[src/rtl/aes_stream_pkg.sv]
// Shared types and constants for the AES word-stream controller.
package aes_stream_pkg;

  localparam int WORD_W    = 32;
  localparam int BLOCK_W   = 128;
  localparam int KEY_W     = 256;
  localparam int BLK_WORDS = BLOCK_W / WORD_W;

  typedef enum logic [2:0] {
    ST_IDLE,
    ST_KEY_LOAD,
    ST_KEY_WAIT,
    ST_READY,
    ST_BLK_LOAD,
    ST_BLK_WAIT,
    ST_BLK_OUT
  } state_t;

  // Number of 32-bit key words for a key mode; mode 3 behaves as AES-256.
  function automatic int nk_words(input logic [1:0] key_mode);
    int n;
    case (key_mode)
      2'd0:    n = 4;
      2'd1:    n = 6;
      default: n = 8;
    endcase
    return n;
  endfunction

endpackage

[src/rtl/aes_word_unpacker.sv]
// Holds one 128-bit result and shifts it out as four 32-bit words, MSB word first,
// under valid/ready flow control. The word on the output is held until taken.
module aes_word_unpacker
  import aes_stream_pkg::*;
(
  input  logic               clk,
  input  logic               rst,
  input  logic               flush,
  input  logic               load,
  input  logic [BLOCK_W-1:0] block,
  input  logic               ready,
  output logic [WORD_W-1:0]  word,
  output logic               valid,
  output logic               done
);

  logic [BLOCK_W-1:0] shreg;
  logic [1:0]         cnt;

  assign word = shreg[BLOCK_W-1 -: WORD_W];
  assign done = valid & ready & (cnt == 2'd3);

  // Load a block, then advance one word per accepted handshake; abort clears it.
  always_ff @(posedge clk) begin
    if (rst || flush) begin
      shreg <= '0;
      cnt   <= 2'd0;
      valid <= 1'b0;
    end else if (load) begin
      shreg <= block;
      cnt   <= 2'd0;
      valid <= 1'b1;
    end else if (valid && ready) begin
      if (cnt == 2'd3) begin
        valid <= 1'b0;
      end else begin
        shreg <= {shreg[BLOCK_W-WORD_W-1:0], {WORD_W{1'b0}}};
      end
      cnt <= cnt + 2'd1;
    end
  end

endmodule

[src/rtl/aes_stream_ctrl.sv]
// Word-stream front end for one ECB AES core: packs 32-bit words into a key and
// 128-bit blocks, waits out key expansion, times each block, and streams results out.
module aes_stream_ctrl
  import aes_stream_pkg::*;
#(
  parameter int KEY_WAIT = 8,
  parameter int WAIT_MAX = 16
) (
  input  logic               i_Clk,
  input  logic               i_Rst,
  input  logic               i_Start,
  input  logic [1:0]         i_Key_Mode,
  input  logic               i_Mode,
  input  logic [WORD_W-1:0]  i_Word,
  input  logic               i_Word_Valid,
  output logic               o_Word_Ready,
  output logic [WORD_W-1:0]  o_Word,
  output logic               o_Word_Valid,
  input  logic               i_Word_Ready,
  output logic               o_Key_Ready,
  output logic               o_Err,
  output logic               o_Aes_En,
  output logic [1:0]         o_Aes_Key_Mode,
  output logic               o_Aes_Mode,
  output logic [KEY_W-1:0]   o_Aes_Key,
  output logic               o_Aes_Key_En,
  output logic [BLOCK_W-1:0] o_Aes_Din,
  output logic               o_Aes_Din_En,
  input  logic [BLOCK_W-1:0] i_Aes_Dout,
  input  logic               i_Aes_Dout_En
);

  localparam int CNT_MAX = (KEY_WAIT > WAIT_MAX) ? KEY_WAIT : WAIT_MAX;
  localparam int CNT_W   = $clog2(CNT_MAX + 1);

  state_t           state;
  logic [2:0]       key_cnt;
  logic [1:0]       blk_cnt;
  logic [CNT_W-1:0] wait_cnt;
  logic             accept;
  logic             unpack_load;
  logic             unpack_done;

  // A restart request takes priority over any word offered in the same cycle.
  assign accept      = i_Word_Valid & o_Word_Ready & ~i_Start;
  assign unpack_load = (state == ST_BLK_WAIT) & i_Aes_Dout_En & ~i_Start;

  aes_word_unpacker u_unpacker (
    .clk   (i_Clk),
    .rst   (i_Rst),
    .flush (i_Start),
    .load  (unpack_load),
    .block (i_Aes_Dout),
    .ready (i_Word_Ready),
    .word  (o_Word),
    .valid (o_Word_Valid),
    .done  (unpack_done)
  );

  // Main sequencer: key load, expansion wait, block packing, core timeout, result drain.
  always_ff @(posedge i_Clk) begin
    if (i_Rst) begin
      state          <= ST_IDLE;
      key_cnt        <= 3'd0;
      blk_cnt        <= 2'd0;
      wait_cnt       <= '0;
      o_Word_Ready   <= 1'b0;
      o_Key_Ready    <= 1'b0;
      o_Err          <= 1'b0;
      o_Aes_En       <= 1'b0;
      o_Aes_Key_Mode <= 2'd0;
      o_Aes_Mode     <= 1'b0;
      o_Aes_Key      <= '0;
      o_Aes_Key_En   <= 1'b0;
      o_Aes_Din      <= '0;
      o_Aes_Din_En   <= 1'b0;
    end else begin
      o_Aes_Key_En <= 1'b0;
      o_Aes_Din_En <= 1'b0;
      o_Err        <= 1'b0;
      if (i_Start) begin
        state          <= ST_KEY_LOAD;
        o_Aes_En       <= 1'b1;
        o_Aes_Key_Mode <= (i_Key_Mode == 2'd3) ? 2'd2 : i_Key_Mode;
        o_Aes_Mode     <= i_Mode;
        o_Aes_Key      <= '0;
        key_cnt        <= 3'd0;
        blk_cnt        <= 2'd0;
        wait_cnt       <= '0;
        o_Word_Ready   <= 1'b1;
        o_Key_Ready    <= 1'b0;
      end else begin
        case (state)
          ST_IDLE: begin
            o_Word_Ready <= 1'b0;
          end
          ST_KEY_LOAD: begin
            if (accept) begin
              o_Aes_Key[KEY_W-1 - WORD_W*int'(key_cnt) -: WORD_W] <= i_Word;
              if (int'(key_cnt) == nk_words(o_Aes_Key_Mode) - 1) begin
                key_cnt      <= 3'd0;
                o_Aes_Key_En <= 1'b1;
                o_Word_Ready <= 1'b0;
                wait_cnt     <= '0;
                state        <= ST_KEY_WAIT;
              end else begin
                key_cnt <= key_cnt + 3'd1;
              end
            end
          end
          ST_KEY_WAIT: begin
            if (wait_cnt == CNT_W'(KEY_WAIT - 1)) begin
              wait_cnt     <= '0;
              o_Key_Ready  <= 1'b1;
              o_Word_Ready <= 1'b1;
              state        <= ST_READY;
            end else begin
              wait_cnt <= wait_cnt + CNT_W'(1);
            end
          end
          ST_READY, ST_BLK_LOAD: begin
            if (accept) begin
              o_Aes_Din[BLOCK_W-1 - WORD_W*int'(blk_cnt) -: WORD_W] <= i_Word;
              if (blk_cnt == 2'(BLK_WORDS - 1)) begin
                blk_cnt      <= 2'd0;
                o_Aes_Din_En <= 1'b1;
                o_Word_Ready <= 1'b0;
                wait_cnt     <= '0;
                state        <= ST_BLK_WAIT;
              end else begin
                blk_cnt <= blk_cnt + 2'd1;
                state   <= ST_BLK_LOAD;
              end
            end
          end
          ST_BLK_WAIT: begin
            if (i_Aes_Dout_En) begin
              wait_cnt <= '0;
              state    <= ST_BLK_OUT;
            end else if (wait_cnt == CNT_W'(WAIT_MAX - 1)) begin
              wait_cnt     <= '0;
              o_Err        <= 1'b1;
              o_Word_Ready <= 1'b1;
              state        <= ST_READY;
            end else begin
              wait_cnt <= wait_cnt + CNT_W'(1);
            end
          end
          ST_BLK_OUT: begin
            if (unpack_done) begin
              o_Word_Ready <= 1'b1;
              state        <= ST_READY;
            end
          end
          default: begin
            state <= ST_IDLE;
          end
        endcase
      end
    end
  end

endmodule

[config.mk]
export PLATFORM = sky130hd
export DESIGN_NAME = aes_stream_ctrl
export DESIGN_NICKNAME = d
export VERILOG_FILES = /design/src/rtl/aes_stream_pkg.sv /design/src/rtl/aes_word_unpacker.sv /design/src/rtl/aes_stream_ctrl.sv
export SDC_FILE = /design/constraint.sdc
export NUM_CORES = 1
export LEC_CHECK = 0
export CORE_MARGIN = 4
export CORE_UTILIZATION = 30
export CTS_CLUSTER_SIZE = 25
export DETAILED_ROUTE_END_ITERATION = 10
export DONT_BUFFER_PORTS = 1
export PLACE_DENSITY = 0.54
export SLEW_MARGIN = 10
export SYNTH_ARGS = -nofsm -noshare
export SYNTH_HDL_FRONTEND = slang
export SYNTH_SLANG_ARGS = --single-unit
export TNS_END_PERCENT = 1
[constraint.sdc]
create_clock -name i_Clk -period 2.6 [get_ports i_Clk]
set_clock_uncertainty 0.2 [all_clocks]
set_input_delay 0.26 -clock i_Clk [delete_from_list [all_inputs] [get_ports i_Clk]]
set_output_delay 0.26 -clock i_Clk [all_outputs]
set_load 0.005 [all_outputs]
Word level (Yosys, flattened, before mapping)
Index checks and enable logic that the tools add are counted.
Storage, ports and cells
  flip-flop bits (word level): 537
  input bits: 169
  output and inout port bits: 426
Cells by class
  shift-type cells: 4
  reduce and logical (&&, ||, !) cells: 24
  $add $sub $neg: 9
  bitwise logic cells: 12
  muxes and demuxes: 47
  equal/unequal tests: 31
Operators with widths (count)
  128-bit two-way mux: 3
  32-bit by 33-bit variable shift with 287-bit output, first input constant: 1
  32-bit by 33-bit indexed part select with 287-bit output: 1
  256-bit bitwise mux: 1
  32-bit by 33-bit variable shift with 159-bit output, first input constant: 1
  32-bit by 33-bit indexed part select with 159-bit output: 1
  128-bit bitwise mux: 1
  32-bit two-way mux: 4
  5-bit two-way mux: 7
  8-bit negation with 33-bit output: 1
  9-bit negation with 33-bit output: 1
  4-bit by 32-bit equality test with 1-bit output: 1
  32-bit by 2-bit subtractor with 32-bit output, second input constant: 1
  3-bit two-way mux: 8
  5-bit one-hot mux with 4 select lines: 1
  3-bit != test, second input constant: 6
  3-bit one-hot mux with 6 select lines: 1
  1-bit two-way mux: 17
  7-bit AND reduction: 2
  2-bit != test, second input constant: 6
  4-bit OR reduction: 3
  2-bit AND reduction: 5
  3-bit equality test, second input constant: 3
  3-bit by 2-bit != test with 1-bit output, second input constant: 3
  29 further kinds: 48

Logic depth before layout (Yosys ltp)
Gate-level depths: netlist (run 1).
  word-level depth: 12
  gate-level depth with buffers: 9
  mapped depth without buffers: 8

By module
From an unflattened synthesis (run 1), not the netlist that was laid out.
Unflattened totals
  cell total of the unflattened synthesis: 2323
  area total of the unflattened synthesis: 20515.9 µm²
By module, submodules not included
  aes_stream_ctrl: seq. area each 8127.8 µm², area an instance 15461.1 µm², times used 1, cells each 1864
  aes_word_unpacker: seq. area each 2622.5 µm², area an instance 5054.8 µm², times used 1, cells each 459

Worst setup path after synthesis (run 1)
Ideal clock, no wire load.
  kind: reg2reg
  start: register key_cnt[1]
  end: register state[0]
  path buffers: 1
  path slack: 0.592 ns
  data required time: 2.312 ns
  data arrival time: 1.720 ns
  cell stages (with the launch flop): 7
  cells stage by stage: dfxtp_1 > buf_4 > or4b_1 > a31o_2 > a21oi_2 > a311oi_1 > a311oi_2
On the way
  cells in the longest elaborated chain, start to end: 3
RTL lines
  start: declaration: line aes_stream_ctrl.sv:37  | logic [2:0] key_cnt;
  start signal: assignment: line aes_stream_ctrl.sv:107  | key_cnt <= key_cnt + 3'd1;
  4-bit by 32-bit equality test with 1-bit output: line aes_stream_ctrl.sv:100  | if (int'(key_cnt) == nk_words(o_Aes_Key_Mode) - 1) begin
  3-bit != test (no line)
  7-bit AND reduction (no line)
  end signal: assignment: line aes_stream_ctrl.sv:105  | state <= ST_KEY_WAIT;
  end signal: assignment: line aes_stream_ctrl.sv:116  | state <= ST_READY;
  end signal: assignment: line aes_stream_ctrl.sv:129  | state <= ST_BLK_WAIT;
  end: declaration: line aes_stream_ctrl.sv:36  | state_t state;
No other way between the ends.
A chain may end at the register's enable or synchronous reset.

Worst setup path in the final report (run 1)
  start: register state[0]
  end: register o_Aes_Din[18]
On the way
  cells in the longest elaborated chain, start to end: 3
  elaborated cells between the ends (all ways): 4
  those cells by class: eq/ne (2); reduce/logical (2)
RTL lines
  start signal: assignment: line aes_stream_ctrl.sv:63  | state <= ST_IDLE;
  start signal: assignment: line aes_stream_ctrl.sv:82  | state <= ST_KEY_LOAD;
  start signal: assignment: line aes_stream_ctrl.sv:105
  3-bit by 2-bit equality test with 1-bit output or 3-bit equality test (tied branches): line aes_stream_ctrl.sv:93  | case (state)
  2-bit OR reduction *: line aes_stream_ctrl.sv:93
  3-bit AND reduction (no line) *
  end signal: indexed assignment: line aes_stream_ctrl.sv:123  | o_Aes_Din[BLOCK_W-1 - WORD_W*int'(blk_cnt) -: WORD_W] <= i_Word;
  end: declaration: line aes_stream_ctrl.sv:27  | output logic [BLOCK_W-1:0] o_Aes_Din,
Mark *: on every way between the ends. The rest lies on a longest branch, timed or not.

==> impl_metrics.tcl, run 1 <==
set metrics [dict create \
    die_h_um 271 \
    drv_slew 0 \
    final_hold_viol_count 0 \
    vias_per_cell 5.38 \
    worstSkewPairLatency_ps 630 \
    drive_above_1_share 0.0739 \
    fill_cells 6886 \
    worst-slew-pin-transition_ps 1270 \
    yosysSeqAreaShare 0.518 \
    hpwlAfterDp_um 54900 \
    cts_max_level 2 \
    irDropWorstVdd_v 0.000508 \
    final_common_cell "nand2_1" \
    tns_ps 0 \
    cts-root-buf "clkbuf_16" \
    first_pass_iters 7 \
    synth-seq-cells 537 \
    hold_path.class "in2reg" \
    vias 19100 \
    start_util 0.302 \
    async_reset_ff_frac 0 \
    setup_slack_ps 170 \
    grt_pass1_vias 18100 \
    synth_edf_count 0 \
    cts_tree "done" \
    relSlewSlack 0.151 \
    clk_path_buf_depth 3 \
    rsz0062_at_grt "no" \
    setup-violations-final 0 \
    final_cell_mix "nand2_1 (566), dfxtp_1 (537), a21oi_1 (368), nand3_1 (360), dlygate4sd3_1 (171)" \
    drcViolationCount 0 \
    cp.arrival_ps 2770 \
    timing.final.crit_share 0.935 \
    cap_viol_max_count 0 \
    drt_iter0_drc 1714 \
    io_pins 595 \
    synth_cells 2551 \
    syn-cell-area_mm2 0.0207 \
    drtAntennaViolNets 0 \
    cts_sinks 537 \
    yosysWarningCount 0 \
    dieWidth_um 271 \
    syn_avg_cell_area_um2 8.13 \
    final_cell_area_mm2 0.0253 \
    cts_setup_buffers 0 \
    worstSetupPathType "reg2reg" \
    power.leakage_nw 7.96 \
    grt_max_degree 108 \
    max_freq_mhz 412 \
    syn2layout_area_growth_pct 21.9 \
    cp-start-kind "flop" \
    critPathRequiredTime_ps 2940 \
    grt_antenna_before_repair 4 \
    synth_flop_cell "dfxtp_1" \
    p_per_area_mw_per_mm2 686 \
    die-area_mm2 0.0734 \
    gp_congestion 0.838 \
    grt_overflow 0 \
    io_buffers 0 \
    cts.clk_slew.worst_paths_ps 60 \
    rows 96 \
    synth.distinct_cells 50 \
    core_mm2 0.0686 \
    wl_um 84600 \
    path_max_fanout 32 \
    grt_pass1_wl_um 121000 \
    routedWlPerCell_um 23.9 \
    total_power_w 0.0174 \
    place_area_mm2 0.0213 \
    status "finished clean" \
    pre_cts_ws_ps 245 \
    cts_buffers 58 \
    period_needed_ps 2430 \
    syn-num-nets 2734 \
    grt_use_total 0.215 \
    nets 2758 \
    end_kind "flop" \
    diodes 0 \
]
cell type report:
type / count / area (um^2) / area share
Inverter: 9 / 33.8 / 0.00134
Clock buffer: 86 / 1680 / 0.0664
Tap cell: 931 / 1160 / 0.0461
Multi-Input combinational cell: 1710 / 8600 / 0.340
Timing Repair Buffer: 259 / 2820 / 0.112
Sequential cell: 537 / 10800 / 0.425
Clock inverter: 11 / 234 / 0.00925
per-stage QoR:
step           hold slack, ps  std cells   util
3_5_place_dp              147       3259  0.311
4_1_cts                  81.9       3543  0.369
3_3_place_gp              144       3259  0.311
5_1_grt                   118       3543  0.369
6_report                  140       3543  0.369
2_1_floorplan             196       2551      -
state kept, by name (all words and copies together) (netlist names):
signal / count
u_unpacker.shreg: 128
state: 3
o_Aes_Key_Mode: 2
o_Aes_Din: 128
u_unpacker.cnt: 2
o_Err: 1
o_Word_Ready: 1
o_Aes_En: 1
o_Aes_Mode: 1
u_unpacker.valid: 1
key_cnt: 3
blk_cnt: 2
wait_cnt: 5
o_Key_Ready: 1
o_Aes_Key: 256
o_Aes_Din_En: 1
o_Aes_Key_En: 1
layer usage:
metal	routed length, um	global-route usage	up-vias	share of wire
met5	27	0	-	0.00032
met3	9870	0.0867	181	0.12
met2	39000	0.350	1021	0.46
met1	32100	0.252	9102	0.38
li1	-	-	8746	-
met4	3620	0.0872	4	0.043
report_power, final:
group / internal, W / leakage [nW] / switching (W)
clock: 0.00493 / 0.928 / 0.00341
combinational: 0.000282 / 2.71 / 0.000486
sequential: 0.00824 / 4.32 / 0.0000110
logic make-up after synthesis:
| kind of cell | Yosys count | share of synthesized area |
|---|---|---|
| fa+ha+maj | 14 | 0.00845 |
| compound gates | 556 | 0.165 |
| flops | 537 | 0.518 |
| xor+xnor | 1 | 0.000422 |
| buf+inv | 304 | 0.0704 |
| mux | 2 | 0.000965 |
| simple gates | 1137 | 0.237 |
critical path, cell delays in order, from the launching register on:
cell     delay (ps)
dfxtp_1         540
or3b_1          220
a21oi_2         110
a21oi_4         990
a22o_1          280
synthesized netlist by cell type, types with 4 or more instances:
cell / number / share of area
nand2_1: 566 / 0.10
dfxtp_1: 537 / 0.52
a21oi_1: 369 / 0.089
nand3_1: 361 / 0.087
nor2_1: 162 / 0.029
clkbuf_1: 158 / 0.029
a311oi_1: 100 / 0.042
buf_2: 84 / 0.020
buf_4: 41 / 0.015
a22oi_1: 34 / 0.012
a22o_1: 32 / 0.014
ha_1: 14 / 0.0084
inv_1: 9 / 0.0016
buf_6: 8 / 0.0043
and3_1: 7 / 0.0021
nand2b_1: 7 / 0.0021
o21ai_0: 6 / 0.0014
and2_1: 4 / 0.0012
buf_1: 4 / 0.00072
worst paths after layout:
kind / start / endpoint / slack (ps) / cells after the start
setup / recovery: state[0]$_SDFFE_PP0P_ / o_Aes_Din[18]$_SDFFE_PP0P_ / 170 / 4
hold / removal: i_Start / o_Aes_En$_SDFFE_PP0P_ / 140 / 3
setup reg to reg: state[0]$_SDFFE_PP0P_ / o_Aes_Din[18]$_SDFFE_PP0P_ / 170 / 4
hold reg to reg: u_unpacker.shreg[3]$_SDFFE_PP0P_ / u_unpacker.shreg[3]$_SDFFE_PP0P_ / 270 / 2
what timing repair did:
item	4_1_cts	5_1_grt
gates resized for setup	0	1
endpoints found under the hold margin	533	0
hold buffers	187	0
endpoints found under the setup margin	0	3
No activity file was read; power rests on OpenSTA's default activity.
==> run 2: changes to the inputs <==
--- a/config.mk
+++ b/config.mk
@@ -5,12 +5,15 @@
 export SDC_FILE = /design/constraint.sdc
 export NUM_CORES = 1
 export LEC_CHECK = 0
+export CELL_PAD_IN_SITES_DETAIL_PLACEMENT = 0
+export CELL_PAD_IN_SITES_GLOBAL_PLACEMENT = 1
 export CORE_MARGIN = 4
 export CORE_UTILIZATION = 30
 export CTS_CLUSTER_SIZE = 25
 export DETAILED_ROUTE_END_ITERATION = 10
 export DONT_BUFFER_PORTS = 1
-export PLACE_DENSITY = 0.54
+export PLACE_DENSITY = 0.66
+export REMOVE_ABC_BUFFERS = 1
 export SLEW_MARGIN = 10
 export SYNTH_ARGS = -nofsm -noshare
 export SYNTH_HDL_FRONTEND = slang
==> run 2 against run 1 <==
Total power rose by 6.7%. Clock power rose by 14%. Worst setup slack improved by 20 ps. Cell area rose by 0.70%. First-iteration DRC count rose by 0.82%. Non-clock buffer count fell by 13. Cell count rose by 0.23%. Count of clock-buffer cells in the layout fell by 8. Largest cell class unchanged. Largest power group unchanged. Highest routed layer unchanged.
==> impl_metrics.tcl, run 2 (same netlist as run 1, synthesis figures left out) <==
set metrics [dict create \
    worstSkewPairLatency_ps 640 \
    final_hold_viol_count 0 \
    grt_antenna_before_repair 14 \
    total_power_w 0.0185 \
    end_kind "flop" \
    drtAntennaViolNets 0 \
    largest_reg_flops 256 \
    cts-root-buf "clkbuf_16" \
    vias_per_cell 5.35 \
    setup-violations-final 0 \
    core_mm2 0.0686 \
    cts-resized-gates 0 \
    cp.arrival_ps 2750 \
    cap_viol_max_count 0 \
    irDropWorstVdd_v 0.000447 \
    worstSetupPathType "reg2reg" \
    drcViolationCount 0 \
    multiInputGateArea_mm2 0.00858 \
    grt_pass1_wl_um 123000 \
    timing.final.crit_share 0.927 \
    period_needed_ps 2410 \
    rsz0062_at_grt "no" \
    rows 96 \
    critPathRequiredTime_ps 2940 \
    clk_path_buf_depth 3 \
    status "finished clean" \
    drt_iter0_drc 1728 \
    final_cell_area_mm2 0.0255 \
    cts_tree "done" \
    cts_buffers 59 \
    nets 2746 \
    cts_max_level 2 \
    p_per_area_mw_per_mm2 727 \
    final_common_cell "nand2_1" \
    drive_above_1_share 0.0773 \
    power.leakage_nw 8.02 \
    drv_slew 0 \
    reg2regPathDepth 7 \
    tns_ps 0 \
    io_pins 595 \
    path_max_fanout 32 \
    syn2layout_area_growth_pct 22.8 \
    hold_path.class "in2reg" \
    dieWidth_um 271 \
    seq_area_mm2 0.0108 \
    largest_register "o_Aes_Key" \
    final_cell_mix "nand2_1 (566), dfxtp_1 (537), a21oi_1 (368), nand3_1 (361), dlygate4sd3_1 (172)" \
    hold_slack_ps 21.0 \
    pre_cts_ws_ps 287 \
    place_area_mm2 0.0213 \
    cts_sinks 537 \
    wl_um 85100 \
    die_h_um 271 \
    relSlewSlack 0.208 \
    io_buffers 0 \
    grt_max_degree 108 \
    first_pass_iters 5 \
    gp_congestion 0.795 \
    max_freq_mhz 415 \
    hpwlAfterDp_um 53300 \
    setup_slack_ps 190 \
    die-area_mm2 0.0734 \
    vias 19000 \
    cp-start-kind "flop" \
    grt_pass1_vias 17600 \
    fill_cells 6886 \
    routedWlPerCell_um 24.0 \
    grt_use_total 0.218 \
    largest_registers "o_Aes_Key (256), o_Aes_Din (128), u_unpacker.shreg (128)" \
    grt_overflow 0 \
    cts.clk_slew.worst_paths_ps 70 \
    min_path_cells 2 \
    worst-slew-pin-transition_ps 1180 \
    start_util 0.302 \
]
-- run 2: layout make-up --
class / instances / share of cell area
Antenna cell: 7 / 0.000688
Clock buffer: 78 / 0.0659
Clock inverter: 33 / 0.0216
Inverter: 9 / 0.00133
Multi-Input combinational cell: 1710 / 0.337
Sequential cell: 537 / 0.422
Tap cell: 931 / 0.0457
Timing Repair Buffer: 246 / 0.105
-- run 2: power by group --
group | internal, W | switching, W
combinational | 0.000260 | 0.000482
sequential | 0.00824 | 0.0000119
clock | 0.00585 | 0.00367
-- run 2: path summary, 6_finish.rpt --
path / endpoint / start / slack, ps
worst max-delay path: o_Aes_Din[95]$_SDFFE_PP0P_ / state[1]$_SDFFE_PP0P_ / 190
worst min-delay path: o_Aes_Key[84]$_SDFFE_PP0P_ / i_Rst / 20
worst max register to register: o_Aes_Din[95]$_SDFFE_PP0P_ / state[1]$_SDFFE_PP0P_ / 190
worst min register to register: u_unpacker.shreg[25]$_SDFFE_PP0P_ / u_unpacker.shreg[25]$_SDFFE_PP0P_ / 270
-- run 2: critical path: stages, from the launching register on --
cell and delay [ps]:
dfxtp_1 430, buf_4 230, nand3b_1 130, a21oi_2 440, and2_1 200, buf_4 330, nand3_1 130, a21oi_1 230
-- run 2: metal layers --
| layer | global-route usage | wire length [um] | up-vias |
|---|---|---|---|
| li1 | - | - | 8747 |
| met1 | 0.263 | 33300 | 9189 |
| met2 | 0.359 | 39600 | 889 |
| met3 | 0.0838 | 9180 | 169 |
| met4 | 0.0684 | 2930 | 8 |
| met5 | 0 | 47 | - |
-- run 2: timing repair --
item                                    4_1_cts  5_1_grt
endpoints found under the setup margin        0        0
setup buffers                                 0        0
hold buffers                                181        0
hold endpoints to repair                    532        0
-- run 2: metrics by stage --
step / cells / util
after global placement: 3252 / 0.311
after floorplan: 2256 / -
final: 3551 / 0.371
after CTS: 3544 / 0.371
after detailed placement: 3252 / 0.311
after global routing: 3544 / 0.371
==> run 3: changes to the inputs <==
--- a/config.mk
+++ b/config.mk
@@ -7,7 +7,7 @@
 export LEC_CHECK = 0
 export CELL_PAD_IN_SITES_DETAIL_PLACEMENT = 0
 export CELL_PAD_IN_SITES_GLOBAL_PLACEMENT = 1
-export CORE_MARGIN = 4
+export CORE_MARGIN = 10
 export CORE_UTILIZATION = 30
 export CTS_CLUSTER_SIZE = 25
 export DETAILED_ROUTE_END_ITERATION = 10
==> run 3 against run 2 <==
Critical path type unchanged. Largest cell class unchanged. Routed wire length rose by 2.6%. Cell area about the same. Sequential cell count unchanged. Global-route usage is 1.4 points lower. Critical path depth shrank 1.
==> impl_metrics.tcl, run 3 (same netlist as run 1, synthesis figures left out) <==
set metrics [dict create \
    cts_sinks 537 \
    grt_pass1_wl_um 126000 \
    status "finished clean" \
    routedWlPerCell_um 24.6 \
    cts_setup_buffers 0 \
    hold_path_startpoint "i_Aes_Dout[24]" \
    cts_tree "done" \
    setup_slack_ps 218 \
    r2r_end "u_unpacker.shreg[114]$_SDFFE_PP0P_" \
    rows 96 \
    largest_reg_flops 256 \
    relSlewSlack 0.209 \
    min_path_cells 3 \
    nets 2749 \
    drtAntennaViolNets 0 \
    rsz0062_at_grt "no" \
    timing.final.crit_share 0.916 \
    power.leakage_nw 8.01 \
    max_freq_mhz 420 \
    io_pins 595 \
    drt_iter0_drc 1632 \
    end_kind "flop" \
    syn2layout_area_growth_pct 22.7 \
    largest_register "o_Aes_Key" \
    final_hold_viol_count 0 \
    grt_use_total 0.204 \
    hold_path.class "in2reg" \
    worstSetupPathType "reg2reg" \
    grt_overflow 0 \
    reg2regPathDepth 6 \
    setup-violations-final 0 \
    grt_antenna_before_repair 9 \
    final_cell_mix "nand2_1 (566), dfxtp_1 (537), a21oi_1 (368), nand3_1 (360), dlygate4sd3_1 (172)" \
    cts.clk_slew.worst_paths_ps 60 \
    r2r_slack_ps 220 \
    tns_ps 0 \
    cts_max_level 2 \
    core_mm2 0.0686 \
    start_util 0.302 \
    grt_pass1_vias 17600 \
    grt_max_degree 120 \
    vias_per_cell 5.34 \
    die_h_um 283 \
    cp.arrival_ps 2690 \
    gp_congestion 0.835 \
    drive_above_1_share 0.0780 \
    cp-start-kind "flop" \
    clk_path_buf_depth 3 \
    worstSkewPairLatency_ps 630 \
    cts-resized-gates 0 \
    drcViolationCount 0 \
    cts_buffers 59 \
    wl_um 87300 \
    path_max_fanout 72 \
    r2r-start "state[1]$_SDFFE_PP0P_" \
    cap_viol_max_count 0 \
    critPathRequiredTime_ps 2910 \
    period_needed_ps 2380 \
    first_pass_iters 5 \
    fill_cells 6941 \
    pre_cts_ws_ps 279 \
    hpwlAfterDp_um 56200 \
    die-area_mm2 0.0800 \
    largest_registers "o_Aes_Key (256), o_Aes_Din (128), u_unpacker.shreg (128)" \
    cts-root-buf "clkbuf_16" \
    hold_path_end "u_unpacker.shreg[24]$_SDFFE_PP0P_" \
    vias 19000 \
    drv_slew 0 \
    final_common_cell "nand2_1" \
    irDropWorstVdd_v 0.000471 \
    io_buffers 0 \
    worst-slew-pin-transition_ps 1180 \
    p_per_area_mw_per_mm2 706 \
    dieWidth_um 283 \
]
## run 3: cell types whose count changed in the layout (fill, tap and decap cells not counted), sizes merged
cell,before,now
buf,74,77
bufinv,13,6
clkinv,10,13
inv,13,10
diode,7,4
clkinvlp,6,3
clkbuf,78,88
## run 3: metal layers
layer	global-route usage	routed length, um
met3	0.0712	9050
met1	0.245	33700
met5	0	16
met4	0.0650	2850
met2	0.337	41600
## run 3: power breakdown
group	internal (W)	switching [W]	total, W	leakage, nW
Combinational	0.000272	0.000489	0.000761	2.65
Sequential	0.00824	0.0000105	0.00825	4.32
Clock	0.00536	0.00361	0.00897	1.04
## run 3: final cells by class
type,instances,area [um^2],share of cell area
antenna,4,10.0,0.000393
tap,931,1160,0.0458
timing repair buffer,249,2770,0.109
clock inverter,23,342,0.0134
multi-input combinational,1710,8590,0.338
clock buffer,88,1790,0.0702
sequential,537,10800,0.422
inverter,9,33.8,0.00133
## run 3: worst max-delay path: stages (launching register included)
cell      delay (ps)
dfxtp_1          430
buf_4            230
nand4b_1         200
or2_4            380
buf_12           320
nor2_1           110
a311oi_1         320
## run 3: worst max path at each step
stage / start / to / slack [ps] / depth (start not counted)
CTS: state[2]$_SDFFE_PP0P_ / o_Aes_Din[94]$_SDFFE_PP0P_ / 220 / 6
global route: state[0]$_SDFFE_PP0P_ / o_Aes_Din[69]$_SDFFE_PP0P_ / 40 / 7
finish: state[1]$_SDFFE_PP0P_ / u_unpacker.shreg[114]$_SDFFE_PP0P_ / 220 / 6
floorplan: i_Rst / wait_cnt[4]$_SDFFE_PP0P_ / -1960 / 2
global placement: state[2]$_SDFFE_PP0P_ / o_Aes_Din[75]$_SDFFE_PP0P_ / 370 / 6
detailed placement: state[2]$_SDFFE_PP0P_ / o_Aes_Din[94]$_SDFFE_PP0P_ / 280 / 6
## run 3: per-stage QoR
stage | utilization | area, um^2 | hold WS [ps] | instances | power (W)
floorplan | - | 19300 | 128 | 2256 | 0.00856
global placement | 0.311 | 21400 | 143 | 3253 | 0.00865
detailed placement | 0.311 | 21400 | 146 | 3253 | 0.00866
CTS | 0.371 | 25400 | 66.8 | 3547 | 0.0182
global route | 0.371 | 25400 | 104 | 3547 | 0.0186
finish | 0.371 | 25400 | 120 | 3551 | 0.0180
## run 3: what timing repair did
item	4_1_cts	5_1_grt
setup endpoints to repair	0	0
endpoints found under the hold margin	532	0
hold buffers	183	0
